$ cat config.mk
export PLATFORM = sky130hd
export DESIGN_NAME = hamming_loader
export DESIGN_NICKNAME = d
export VERILOG_FILES = /design/src/rtl/hamming_loader.sv
export SDC_FILE = /design/constraint.sdc
export NUM_CORES = 1
export LEC_CHECK = 0
export CAP_MARGIN = 15
export CORE_ASPECT_RATIO = 1.25
export CORE_UTILIZATION = 25
export CTS_CLUSTER_SIZE = 14
export DETAILED_ROUTE_END_ITERATION = 8
export SETUP_SLACK_MARGIN = 0.15
export SYNTH_ARGS = -nofsm -noshare
export SYNTH_HDL_FRONTEND = slang
export SYNTH_SLANG_ARGS = --single-unit
$ cat constraint.sdc
create_clock -name clk -period 2.9 [get_ports clk]
set_input_delay 0.29 -clock clk [delete_from_list [all_inputs] [get_ports clk]]
set_output_delay 0.29 -clock clk [all_outputs]
set_load 0.03 [all_outputs]
$ cat src/rtl/hamming_loader.sv
// hamming_loader: front end for the Hamming min/max core.
// Streams the operand bytes into the shared data memory, starts the core,
// waits for done under a watchdog, reads the min/max result bytes back and
// offers them on a valid/ready port.
//
// Ports:
//   clk, reset                  clock, asynchronous active-high reset
//   in_valid/in_data/in_ready   operand byte stream (big-endian words)
//   mem_we/mem_addr/mem_wdata   data-memory write/address port
//   mem_rdata                   data-memory read data (one-cycle latency)
//   core_start/core_done        core handshake (start pulse, done level)
//   res_valid/res_min/res_max   result port, held until res_ready
//   busy                        high unless idle in LOAD with nothing loaded
//   err_timeout                 sticky watchdog flag
module hamming_loader #(
    parameter int unsigned N_WORDS     = 32,
    parameter int unsigned RESULT_ADDR = 64,
    parameter int unsigned TIMEOUT     = 4096
) (
    input  logic       clk,
    input  logic       reset,
    input  logic       in_valid,
    input  logic [7:0] in_data,
    output logic       in_ready,
    output logic       mem_we,
    output logic [7:0] mem_addr,
    output logic [7:0] mem_wdata,
    input  logic [7:0] mem_rdata,
    output logic       core_start,
    input  logic       core_done,
    output logic       res_valid,
    output logic [4:0] res_min,
    output logic [4:0] res_max,
    input  logic       res_ready,
    output logic       busy,
    output logic       err_timeout
);

    localparam int unsigned ADDR_W  = 8;
    localparam int unsigned RES_W   = 5;
    localparam int unsigned N_BYTES = 2 * N_WORDS;
    localparam int unsigned WD_W    = (TIMEOUT > 2) ? $clog2(TIMEOUT) : 1;

    typedef enum logic [2:0] {
        S_LOAD,
        S_START,
        S_WAIT,
        S_RD_MIN,
        S_RD_MAX,
        S_CAP,
        S_OUT
    } state_t;

    state_t            state;
    state_t            state_n;
    logic [ADDR_W-1:0] byte_cnt;
    logic [WD_W-1:0]   wd_cnt;
    logic              seen_low;

    // control strobes from the FSM to the datapath registers
    logic cnt_inc;
    logic cnt_clr;
    logic wd_clr;
    logic wd_inc;
    logic seen_set;
    logic cap_min;
    logic cap_max;
    logic set_err;

    // result bytes only carry five meaningful bits
    logic rdata_hi_unused;
    assign rdata_hi_unused = ^mem_rdata[7:RES_W];

    assign busy = !((state == S_LOAD) && (byte_cnt == '0));

    // state register
    always_ff @(posedge clk or posedge reset) begin
        if (reset) begin
            state <= S_LOAD;
        end else begin
            state <= state_n;
        end
    end

    // next state, memory/core/result port decode and datapath strobes
    always_comb begin
        state_n    = state;
        in_ready   = 1'b0;
        mem_we     = 1'b0;
        mem_addr   = '0;
        mem_wdata  = '0;
        core_start = 1'b0;
        res_valid  = 1'b0;
        cnt_inc    = 1'b0;
        cnt_clr    = 1'b0;
        wd_clr     = 1'b0;
        wd_inc     = 1'b0;
        seen_set   = 1'b0;
        cap_min    = 1'b0;
        cap_max    = 1'b0;
        set_err    = 1'b0;
        unique case (state)
            S_LOAD: begin
                in_ready = 1'b1;
                mem_addr = byte_cnt;
                // reset gates the write so a held in_valid cannot write during reset
                if (in_valid && !reset) begin
                    mem_we    = 1'b1;
                    mem_wdata = in_data;
                    if (byte_cnt == ADDR_W'(N_BYTES - 1)) begin
                        cnt_clr = 1'b1;
                        state_n = S_START;
                    end else begin
                        cnt_inc = 1'b1;
                    end
                end
            end
            S_START: begin
                core_start = 1'b1;
                wd_clr     = 1'b1;
                state_n    = S_WAIT;
            end
            S_WAIT: begin
                if (!core_done) begin
                    seen_set = 1'b1;
                end
                // done only counts after it has been seen low since the start pulse
                if (core_done && seen_low) begin
                    state_n = S_RD_MIN;
                end else if (wd_cnt == WD_W'(TIMEOUT - 1)) begin
                    set_err = 1'b1;
                    state_n = S_LOAD;
                end else begin
                    wd_inc = 1'b1;
                end
            end
            S_RD_MIN: begin
                mem_addr = ADDR_W'(RESULT_ADDR);
                state_n  = S_RD_MAX;
            end
            S_RD_MAX: begin
                mem_addr = ADDR_W'(RESULT_ADDR + 1);
                cap_min  = 1'b1;
                state_n  = S_CAP;
            end
            S_CAP: begin
                cap_max = 1'b1;
                state_n = S_OUT;
            end
            S_OUT: begin
                res_valid = 1'b1;
                if (res_ready) begin
                    state_n = S_LOAD;
                end
            end
            default: begin
                state_n = S_LOAD;
            end
        endcase
    end

    // byte counter, watchdog, done qualifier, result and error registers
    always_ff @(posedge clk or posedge reset) begin
        if (reset) begin
            byte_cnt    <= '0;
            wd_cnt      <= '0;
            seen_low    <= 1'b0;
            res_min     <= '0;
            res_max     <= '0;
            err_timeout <= 1'b0;
        end else begin
            if (cnt_clr) begin
                byte_cnt <= '0;
            end else if (cnt_inc) begin
                byte_cnt <= byte_cnt + ADDR_W'(1);
            end
            if (wd_clr) begin
                wd_cnt   <= '0;
                seen_low <= 1'b0;
            end else begin
                if (wd_inc) begin
                    wd_cnt <= wd_cnt + WD_W'(1);
                end
                if (seen_set) begin
                    seen_low <= 1'b1;
                end
            end
            if (cap_min) begin
                res_min <= mem_rdata[RES_W-1:0];
            end
            if (cap_max) begin
                res_max <= mem_rdata[RES_W-1:0];
            end
            if (set_err) begin
                err_timeout <= 1'b1;
            end
        end
    end

endmodule

==> impl_metrics.yaml <==
setup_path:
  crit_cells: 4
  path_cells: "or3_4, clkinv_2, and3_1, clkdlybuf4s50_1"
  cp_top_family: "buffers and inverters"
  worstPathArrival_ps: 2320
  r2r_start: "state[2]$_DFFE_PP0P_"
  regToRegSetupSlack_ps: 930
  crit_required_ps: 2610
  critPathLaunch: "state[2]$_DFFE_PP0P_"
  cp-start-kind: "flip-flop"
  critPathSlowestCell: "clkdlybuf4s50_1"
  cp_max_fo: 16
  crit_buf_inv: 2
  max_stage_delay_ps: 660
  endpoint_kind: "output port"
  reg2reg_depth: 6
  critPathKind: "flip-flop to output port"
power:
  power_frac_comb: 0.490
  p_leak_nw: 1.126
  p_clk_frac: 0.180
  p_int_w: 0.001420
  switching_share: 0.4209
  seq_power_share: 0.330
  p_switching_w: 0.001032
  peakVddDrop_mv: 0.5272
  cellPowerDensity_nw_per_um2: 939.5
yosys:
  synth_cell_types: 42
  synth_top_area_frac: 0.4608
  synth_nets: 211
  synth-edff-count: 0
  synth-async-reset-ratio: 1.000
  synth_area_per_cell_sq_um: 10.16
  ys_seq_area_frac: 0.4608
  postSynthCellCount: 187
  ys_ff_latch: 35
  yosysWarnings: 0
  synthTopCellsByArea: "dfrtp_1, mux2_2, and3_1"
  synth_area_leader_cell: "dfrtp_1"
  yosysMostFrequentCell: "dfrtp_1"
  yosys-top-cells-count: "dfrtp_1, nand2_1, and3_1, mux2_2"
  ys.flop_type: "dfrtp_1"
  syn_area_sq_um: 1901
placement:
  io_buffers: 49
  dpl.hpwl_mm: 3.078
  place_ws_ps: 473.1
  gp_congestion: 0.7242
clock_tree:
  clkTransAtPathRegs_ps: 80
  cts_made_buffers: 5
  cts-htree-levels: 2
  cts_sinks: 35
  clk_path_buf_depth: 2
  cts_root_buf: "clkbuf_8"
  clock_latency_ps: 290
  cts_tree: "done"
run:
  maxCapViolCount: 0
global_routing:
  grt_pass1_wl_mm: 7.017
  grt_max_degree: 36
  grt.overflow.total: 0
  track_usage: 0.1122
  grt_pass1_vias: 1487
  antenna_found_initial: 0
final_layout:
  n_antenna_cell: 0
  layout.nets: 264
  syn_to_final_growth_pct: 37.33
  drive_gt1_frac: 0.1286
route:
  dr_total_vias: 1587
  drtIter0Drc: 54
  drc: 0
  detail-route-antenna-nets: 0
  detail_route.wl_per_cell_um: 12.52
  routed_via_density: 4.766
  first_pass_iters: 4
  routed_wl_mm: 4.170
timing:
  rsz0062_at_grt: "no"
  min_period_ps: 2610
  finalSetupViolations: 0
  finalWorstSetupSlack_ps: 289.5
  max_freq_mhz: 383.1
  fin_tns_setup_ps: 0
  slew_violations: 0
  fin_crit_sh: 0.9002
  report.final.hold_viol_count: 0
  worst_pin_slew_ps: 769.2
  max_slew_margin: 0.4861
  fin_skew_ps: 5.011
floorplanning:
  die-area_sq_um: 7957
  die_w_um: 79.99
  core_area_sq_um: 7357
  initial_utilization: 0.2583
  die_h_um: 99.49
  rows: 35
  io_pins: 53
status:
  status: "complete, no violations"
min_path:
  hp-class: "primary input to asynchronous set/reset pin"
-- area by class of cell --
class / instances / area (sq um)
Fill cell: 745 / 4747
Multi-Input combinational cell: 137 / 958.4
Sequential cell: 35 / 875.8
Timing Repair Buffer: 51 / 508.0
Tap cell: 92 / 115.1
Clock buffer: 5 / 68.82
Clock inverter: 3 / 43.79
Inverter: 10 / 40.04
-- kinds of logic after synthesis --
logic type / Yosys count / share of synthesized area
compound gates: 27 / 0.09481
xor+xnor: 4 / 0.01844
fa+ha+maj: 3 / 0.01975
buf+inv: 15 / 0.03489
flops: 35 / 0.4608
mux: 17 / 0.09678
simple gates: 86 / 0.2745
-- state kept, by name (all words and copies together) (netlist names) --
signal,cells
byte_cnt,8
res_max,5
err_timeout,1
seen_low,1
wd_cnt,12
state,3
res_min,5
-- metal layers --
metal / vias to the layer above / routed length [um] / share of wire / track usage
li1: 777 / - / - / -
met5: - / 0 / 0 / 0
met4: 0 / 55 / 0.013 / 0.04121
met3: 4 / 225 / 0.054 / 0.02752
met2: 40 / 2045 / 0.49 / 0.1834
met1: 766 / 1844 / 0.44 / 0.1423
-- power groups by stage --
| stage | Clock, W | Sequential, W | Combinational [W] |
|---|---|---|---|
| floorplan | 0 | 0.000904 | 0.000685 |
| global placement | 0 | 0.000813 | 0.00121 |
| detailed placement | 0 | 0.000817 | 0.00122 |
| CTS | 0.000459 | 0.000807 | 0.00122 |
| global route | 0.000479 | 0.000845 | 0.00130 |
| finish | 0.000442 | 0.000808 | 0.00120 |
-- final timing paths --
kind | end
setup / recovery | mem_wdata[0]
hold / removal | byte_cnt[5]$_DFFE_PP0P_
setup reg to reg | byte_cnt[6]$_DFFE_PP0P_
hold reg to reg | err_timeout$_DFFE_PP0P_
max in group asynchronous | res_max[0]$_DFFE_PP0P_
min in group clk | err_timeout$_DFFE_PP0P_
-- placed cells by master (no fill, tap or decap), drive strengths merged --
| master | Yosys | layout |
|---|---|---|
| a211o | 1 | 1 |
| a211oi | 1 | 1 |
| a21oi | 8 | 8 |
| a31oi | 1 | 1 |
| a41oi | 1 | 1 |
| and2 | 8 | 8 |
| and3 | 11 | 11 |
| and4 | 1 | 1 |
| buf | 1 | 2 |
| bufinv | 0 | 1 |
| clkbuf | 4 | 5 |
| clkdlybuf4s50 | 0 | 48 |
| clkinv | 3 | 5 |
| dfrtp | 35 | 35 |
| dlymetal6s2s | 0 | 1 |
| ha | 3 | 3 |
| inv | 7 | 7 |
| mux2 | 11 | 11 |
| mux2i | 6 | 6 |
| nand2 | 16 | 16 |
| nand2b | 2 | 2 |
| nand3 | 9 | 9 |
| nand4 | 6 | 6 |
| nor2 | 9 | 9 |
| nor2b | 6 | 6 |
| nor3 | 5 | 5 |
| nor3b | 2 | 2 |
| nor4 | 1 | 1 |
| nor4b | 1 | 1 |
| o211a | 1 | 1 |
| o21ai | 8 | 8 |
| o31ai | 5 | 5 |
| o41ai | 1 | 1 |
| or3 | 4 | 4 |
| or4 | 4 | 4 |
| or4b | 1 | 1 |
| xnor2 | 3 | 3 |
| xor2 | 1 | 1 |
-- worst register-to-register path, delay by kind of cell (launching register included) --
kind | cells | cell delay (ps)
AND/OR/NAND/NOR | 3 | 700
flip-flops | 1 | 550
multiplexers | 1 | 330
buffers and inverters | 2 | 280
-- per-stage QoR --
step	area, sq um	instances	hold slack, ps	util	power, W
floorplan	1901	187	440.6	-	0.001589
global placement	2495	325	456.8	0.3391	0.002019
detailed placement	2495	325	469.8	0.3391	0.002035
CTS	2608	333	479.3	0.3544	0.002487
global route	2610	333	519.6	0.3548	0.002623
finish	2610	333	463.1	0.3548	0.002452
-- what timing repair did --
item / CTS / global route
resized for setup: 0 / 1
endpoints found under the hold margin: 0 / 0
endpoints found under the setup margin: 0 / 1
hold buffers: 0 / 0
setup buffers: 0 / 0
Note: power is estimated with default switching activity, not from simulation.
